## src/rtl/ps2_host_tx.sv

```systemverilog
// PS/2 host-to-device transmitter: sends one command byte to the mouse
// over open-collector PS2_CLK/PS2_DATA, driven through pull-low enables.
module ps2_host_tx #(
    parameter int unsigned INHIBIT_CYCLES = 10000,
    parameter int unsigned TIMEOUT_CYCLES = 1500000,
    parameter int unsigned CNT_W          = 21
) (
    input  logic       clk,
    input  logic       rst,
    input  logic [7:0] tx_data,
    input  logic       tx_valid,
    output logic       tx_ready,
    output logic       tx_busy,
    output logic       tx_done,
    output logic       tx_err,
    input  logic       ps2_clk_in,
    input  logic       ps2_data_in,
    output logic       ps2_clk_oe,
    output logic       ps2_data_oe
);

    typedef enum logic [2:0] {
        S_IDLE,
        S_INHIBIT,
        S_START,
        S_XMIT,
        S_ACK,
        S_WAIT_IDLE
    } state_t;

    localparam logic [CNT_W-1:0] INH_LAST = CNT_W'(INHIBIT_CYCLES - 1);
    localparam logic [CNT_W-1:0] TMO_LAST = CNT_W'(TIMEOUT_CYCLES - 1);

    logic [1:0] clk_sync;
    logic [1:0] data_sync;
    logic       clk_prev;
    logic       clk_s;
    logic       data_s;
    logic       fall;

    state_t     state, state_n;
    logic [CNT_W-1:0] cnt, cnt_n;
    logic [3:0] bit_cnt, bit_cnt_n;
    logic [9:0] shift, shift_n;
    logic       clk_oe_q, clk_oe_n;
    logic       data_oe_q, data_oe_n;
    logic       done;
    logic       err;

    // Idle bus level is high, so the synchronizers reset high to avoid
    // a phantom falling edge right after reset.
    always_ff @(posedge clk or negedge rst) begin
        if (!rst) begin
            clk_sync  <= 2'b11;
            data_sync <= 2'b11;
            clk_prev  <= 1'b1;
        end else begin
            clk_sync  <= {clk_sync[0], ps2_clk_in};
            data_sync <= {data_sync[0], ps2_data_in};
            clk_prev  <= clk_sync[1];
        end
    end

    assign clk_s  = clk_sync[1];
    assign data_s = data_sync[1];
    assign fall   = clk_prev & ~clk_s;

    always_ff @(posedge clk or negedge rst) begin
        if (!rst) begin
            state     <= S_IDLE;
            cnt       <= '0;
            bit_cnt   <= '0;
            shift     <= '0;
            clk_oe_q  <= 1'b0;
            data_oe_q <= 1'b0;
        end else begin
            state     <= state_n;
            cnt       <= cnt_n;
            bit_cnt   <= bit_cnt_n;
            shift     <= shift_n;
            clk_oe_q  <= clk_oe_n;
            data_oe_q <= data_oe_n;
        end
    end

    always_comb begin
        state_n   = state;
        cnt_n     = cnt;
        bit_cnt_n = bit_cnt;
        shift_n   = shift;
        clk_oe_n  = clk_oe_q;
        data_oe_n = data_oe_q;
        done      = 1'b0;
        err       = 1'b0;

        unique case (state)
            S_IDLE: begin
                cnt_n     = '0;
                bit_cnt_n = '0;
                clk_oe_n  = 1'b0;
                data_oe_n = 1'b0;
                if (tx_valid) begin
                    shift_n  = {1'b1, ~^tx_data, tx_data};
                    clk_oe_n = 1'b1;
                    state_n  = S_INHIBIT;
                end
            end
            S_INHIBIT: begin
                if (cnt == INH_LAST) begin
                    data_oe_n = 1'b1;
                    cnt_n     = '0;
                    state_n   = S_START;
                end else begin
                    cnt_n = cnt + 1'b1;
                end
            end
            S_START: begin
                clk_oe_n = 1'b0;
                cnt_n    = '0;
                state_n  = S_XMIT;
            end
            S_XMIT: begin
                if (fall) begin
                    data_oe_n = ~shift[0];
                    shift_n   = {1'b0, shift[9:1]};
                    bit_cnt_n = bit_cnt + 4'd1;
                    cnt_n     = '0;
                    if (bit_cnt == 4'd9) begin
                        state_n = S_ACK;
                    end
                end else if (cnt == TMO_LAST) begin
                    err = 1'b1;
                end else begin
                    cnt_n = cnt + 1'b1;
                end
            end
            S_ACK: begin
                if (fall) begin
                    cnt_n = '0;
                    if (data_s) begin
                        err = 1'b1;
                    end else begin
                        state_n = S_WAIT_IDLE;
                    end
                end else if (cnt == TMO_LAST) begin
                    err = 1'b1;
                end else begin
                    cnt_n = cnt + 1'b1;
                end
            end
            S_WAIT_IDLE: begin
                if (clk_s && data_s) begin
                    done    = 1'b1;
                    cnt_n   = '0;
                    state_n = S_IDLE;
                end else if (fall) begin
                    cnt_n = '0;
                end else if (cnt == TMO_LAST) begin
                    err = 1'b1;
                end else begin
                    cnt_n = cnt + 1'b1;
                end
            end
            default: begin
                state_n = S_IDLE;
            end
        endcase

        if (err) begin
            state_n   = S_IDLE;
            cnt_n     = '0;
            clk_oe_n  = 1'b0;
            data_oe_n = 1'b0;
        end
    end

    assign tx_ready = (state == S_IDLE);
    assign tx_busy  = (state != S_IDLE);
    assign tx_done  = done;
    assign tx_err   = err;

    // An abort releases the lines in the same cycle the error is flagged.
    assign ps2_clk_oe  = clk_oe_q & ~err;
    assign ps2_data_oe = data_oe_q & ~err;

endmodule

```

## config.mk

```make
export PLATFORM = sky130hd
export DESIGN_NAME = ps2_host_tx
export DESIGN_NICKNAME = d
export VERILOG_FILES = /design/src/rtl/ps2_host_tx.sv
export SDC_FILE = /design/constraint.sdc
export NUM_CORES = 1
export LEC_CHECK = 0
export CAP_MARGIN = 20
export CELL_PAD_IN_SITES_DETAIL_PLACEMENT = 2
export CELL_PAD_IN_SITES_GLOBAL_PLACEMENT = 2
export CORE_ASPECT_RATIO = 2
export CORE_UTILIZATION = 39
export CTS_CLUSTER_DIAMETER = 50
export DETAILED_ROUTE_END_ITERATION = 10
export PLACE_DENSITY = 0.95
export SLEW_MARGIN = 25
export SYNTH_ARGS = -nofsm -noshare
export SYNTH_HDL_FRONTEND = slang
export SYNTH_SLANG_ARGS = --single-unit
```

## constraint.sdc

```tcl
create_clock -name clk -period 4.4 [get_ports clk]
set_clock_uncertainty 0.2 [all_clocks]
set_input_delay 0.88 -clock clk [delete_from_list [all_inputs] [get_ports clk]]
set_output_delay 0.88 -clock clk [all_outputs]
set_load 0.03 [all_outputs]
```

==> flow_metrics.tcl <==
set metrics [dict create \
    die_area_mm2 0.00664 \
    clock_path_buffers 2 \
    first_pass_iters 4 \
    placed_cells 364 \
    seq_area_frac_synth_pct 46.1 \
    tns_ps 0 \
    clock_sinks 45 \
    fmax_mhz 256 \
    grt_max_degree 46 \
    critPathRequiredTime_ps 3320 \
    synthesis.nets 283 \
    syn_avg_cell_area_um2 9.20 \
    dp_hpwl_um 5350 \
    power_leakage_nw 1.27 \
    via_per_inst 5.67 \
    cts_tree "built" \
    syn2layout_area_growth_pct 18.7 \
    synth-simple-area-share_pct 24.3 \
    synthTopCellsByArea "dfrtp_1, dfstp_2, nor2_1" \
    cts_resized 0 \
    grt_pass1_wl_um 12000 \
    io_buffers 18 \
    synth-xor-area-share_pct 8.56 \
    fp-row-count 40 \
    postLayoutCoreUtil_pct 48.2 \
    rsz0062_at_grt "no" \
    cts_buffers 5 \
    grt_use_met2_pct 49.7 \
    cap_violations 0 \
    finalSetupViolCount 0 \
    synthTopCellsByCount "dfrtp_1, nor2_1, nand2_1, o21ai_0, nand3_1" \
    synth_compound_area_share_pct 12.2 \
    grt_busiest_layer "met2" \
    clk_pin_slew_ps 70 \
    die_h_um 114 \
    fin_crit_ps 3910 \
    cts-hold-fix-buffers 0 \
    cp_slowest_cell "clkdlybuf4s50_1" \
    antenna-diode-count 0 \
    yosys.area_share.adder_pct 1.53 \
    syn_inst 267 \
    fillers 641 \
    yosys_register_bits 45 \
    crit_type "reg2out" \
    ant_nets 0 \
    slew_violations 0 \
    grt_pass1_vias 2417 \
    grt_antenna_before_repair 0 \
    gp_congestion 0.872 \
    synth_top_family_by_area "simple AND/OR/NAND/NOR gates" \
    vdd_ir_drop_max_mv 0.221 \
    critPathCaptureType "primary output" \
    drt_iter0_drc 34 \
    worst_pin_slew_ps 842 \
    yosysMostFrequentCell "dfrtp_1" \
    coreArea_mm2 0.00606 \
    synth_enable_flop_cells 0 \
    path_max_fanout 8 \
    yosys-mux-area-fraction_pct 4.53 \
    p_per_area_mw_per_mm2 429 \
    root_buffer "clkbuf_16" \
    grtUsageMet1_pct 22.3 \
    crit_chain "or4_4 -> nor4_4 -> a21oi_2 -> nor2_2 -> clkdlybuf4s50_1" \
    hold_violations 0 \
    yosys.area.top_type "dfrtp_1" \
    outcome "finished, final reports clean" \
    netlist_area_mm2 0.00246 \
    hold_path_class "reg2reg" \
    ys_async_sr_fraction_pct 100 \
    initial_core_util_pct 40.6 \
    die_w_um 58.1 \
    synth_cell_types 47 \
    drt_wl_total_um 7390 \
    globalRouteOverflowTotal 0 \
    setup_ws_ps 494 \
    instances_no_fill 372 \
    h-tree-depth 2 \
    yosysTopAreaCellShare_pct 40.8 \
    drive_gt1_share_pct 8.68 \
    min_period_over_period_pct 88.8 \
    yosysWarnings 0 \
    avgRoutedWirePerCell_um 19.9 \
    multi_input_area_mm2 0.00125 \
    dp_slack_ps 787 \
    worstPathArrival_ps 2830 \
    grt_usage_pct 24.6 \
    cpPeakStageDelay_ps 730 \
    holdWs_ps 149 \
    slew-limit-headroom_pct 43.7 \
    use_met3_pct 4.18 \
    nets 303 \
    vias 2110 \
    seq_area_mm2 0.00113 \
    ys.flop_type "dfrtp_1" \
    insertion_delay_ps 290 \
    io_pins 19 \
    drc 0 \
    cp-start-kind "register" \
    post_cts_buffers 0 \
]
kinds of logic (layout without fill, tap and decap cells):
group           count (synthesis)  after routing
flops                          45             45
fa+ha+maj                       3              3
buf+inv                        18             39
compound gates                 46             46
xor+xnor                       24             24
simple gates                  120            120
mux                            11             11
worst paths after layout:
path                       cells past startpoint  slack [ps]          end   startpoint
setup reg to reg                               6        1560      cnt[16]       cnt[5]
min in group asynchronous                      1         380     shift[4]          rst
max in group asynchronous                      1        3200       cnt[6]          rst
hold / removal                                 0         150  clk_sync[1]  clk_sync[0]
setup / recovery                               5         490       tx_err       cnt[5]
hold reg to reg                                0         150  clk_sync[1]  clk_sync[0]
report_power, final:
group / internal (W) / switching [W]
clock: 0.000328 / 0.000170
sequential: 0.000482 / 0.0000613
combinational: 0.0000945 / 0.000115
total: 0.000904 / 0.000347
registers in the layout (all words and copies together), names as in the netlist:
register   flops
clk_oe_q       1
data_oe_q      1
bit_cnt        4
shift         10
state          3
clk_sync       2
cnt           21
clk_prev       1
data_sync      2
final cells by class:
type                    count  area share, %
inverters                  12           1.54
repair buffers             19           6.35
multi-input cells         204           43.0
clock buffers               5           4.29
clock inverters             3           2.36
well taps                  84           3.60
flip-flops and latches     45           38.8
per-layer routing:
layer / routed length (um) / part of all wire, %
met5: 0 / 0
met2: 4400 / 60
met1: 2600 / 35
met3: 142 / 1.9
met4: 241 / 3.3
through the flow:
stage	cell area, um2	power [W]
after floorplan	2460	0.000667
after global placement	2720	0.000736
after detailed placement	2720	0.000758
after CTS	2910	0.00127
after global routing	2920	0.00130
final	2920	0.00125
cell usage in the layout (no fill, tap or decap), drive strengths merged, types with 2 or more instances in the layout:
cell | Yosys | layout
mux2i | 10 | 10
a31oi | 2 | 2
a21oi | 10 | 10
nor4b | 2 | 2
dfrtp | 40 | 40
ha | 3 | 3
dfstp | 5 | 5
nand4 | 8 | 8
nor3 | 6 | 6
nor2 | 36 | 36
buf | 2 | 2
bufinv | 0 | 2
a2bb2oi | 2 | 2
o21a | 2 | 2
nand3 | 16 | 16
or2 | 2 | 2
clkbuf | 4 | 5
nand2 | 29 | 29
clkdlybuf4s50 | 0 | 17
a221o | 2 | 2
xnor2 | 13 | 13
o21ai | 19 | 19
xor2 | 11 | 11
inv | 12 | 13
and3 | 3 | 3
or3 | 3 | 3
nor4 | 3 | 3
nor2b | 6 | 6
critical path: cells and delay by family, from the launching register on:
kind	cells	cell delay (ps)
AO/OA/AOI/OAI	1	150
AND/OR/NAND/NOR	3	1240
flip-flops	1	420
buffers and inverters	1	730
(Power assumes the default switching activity.)
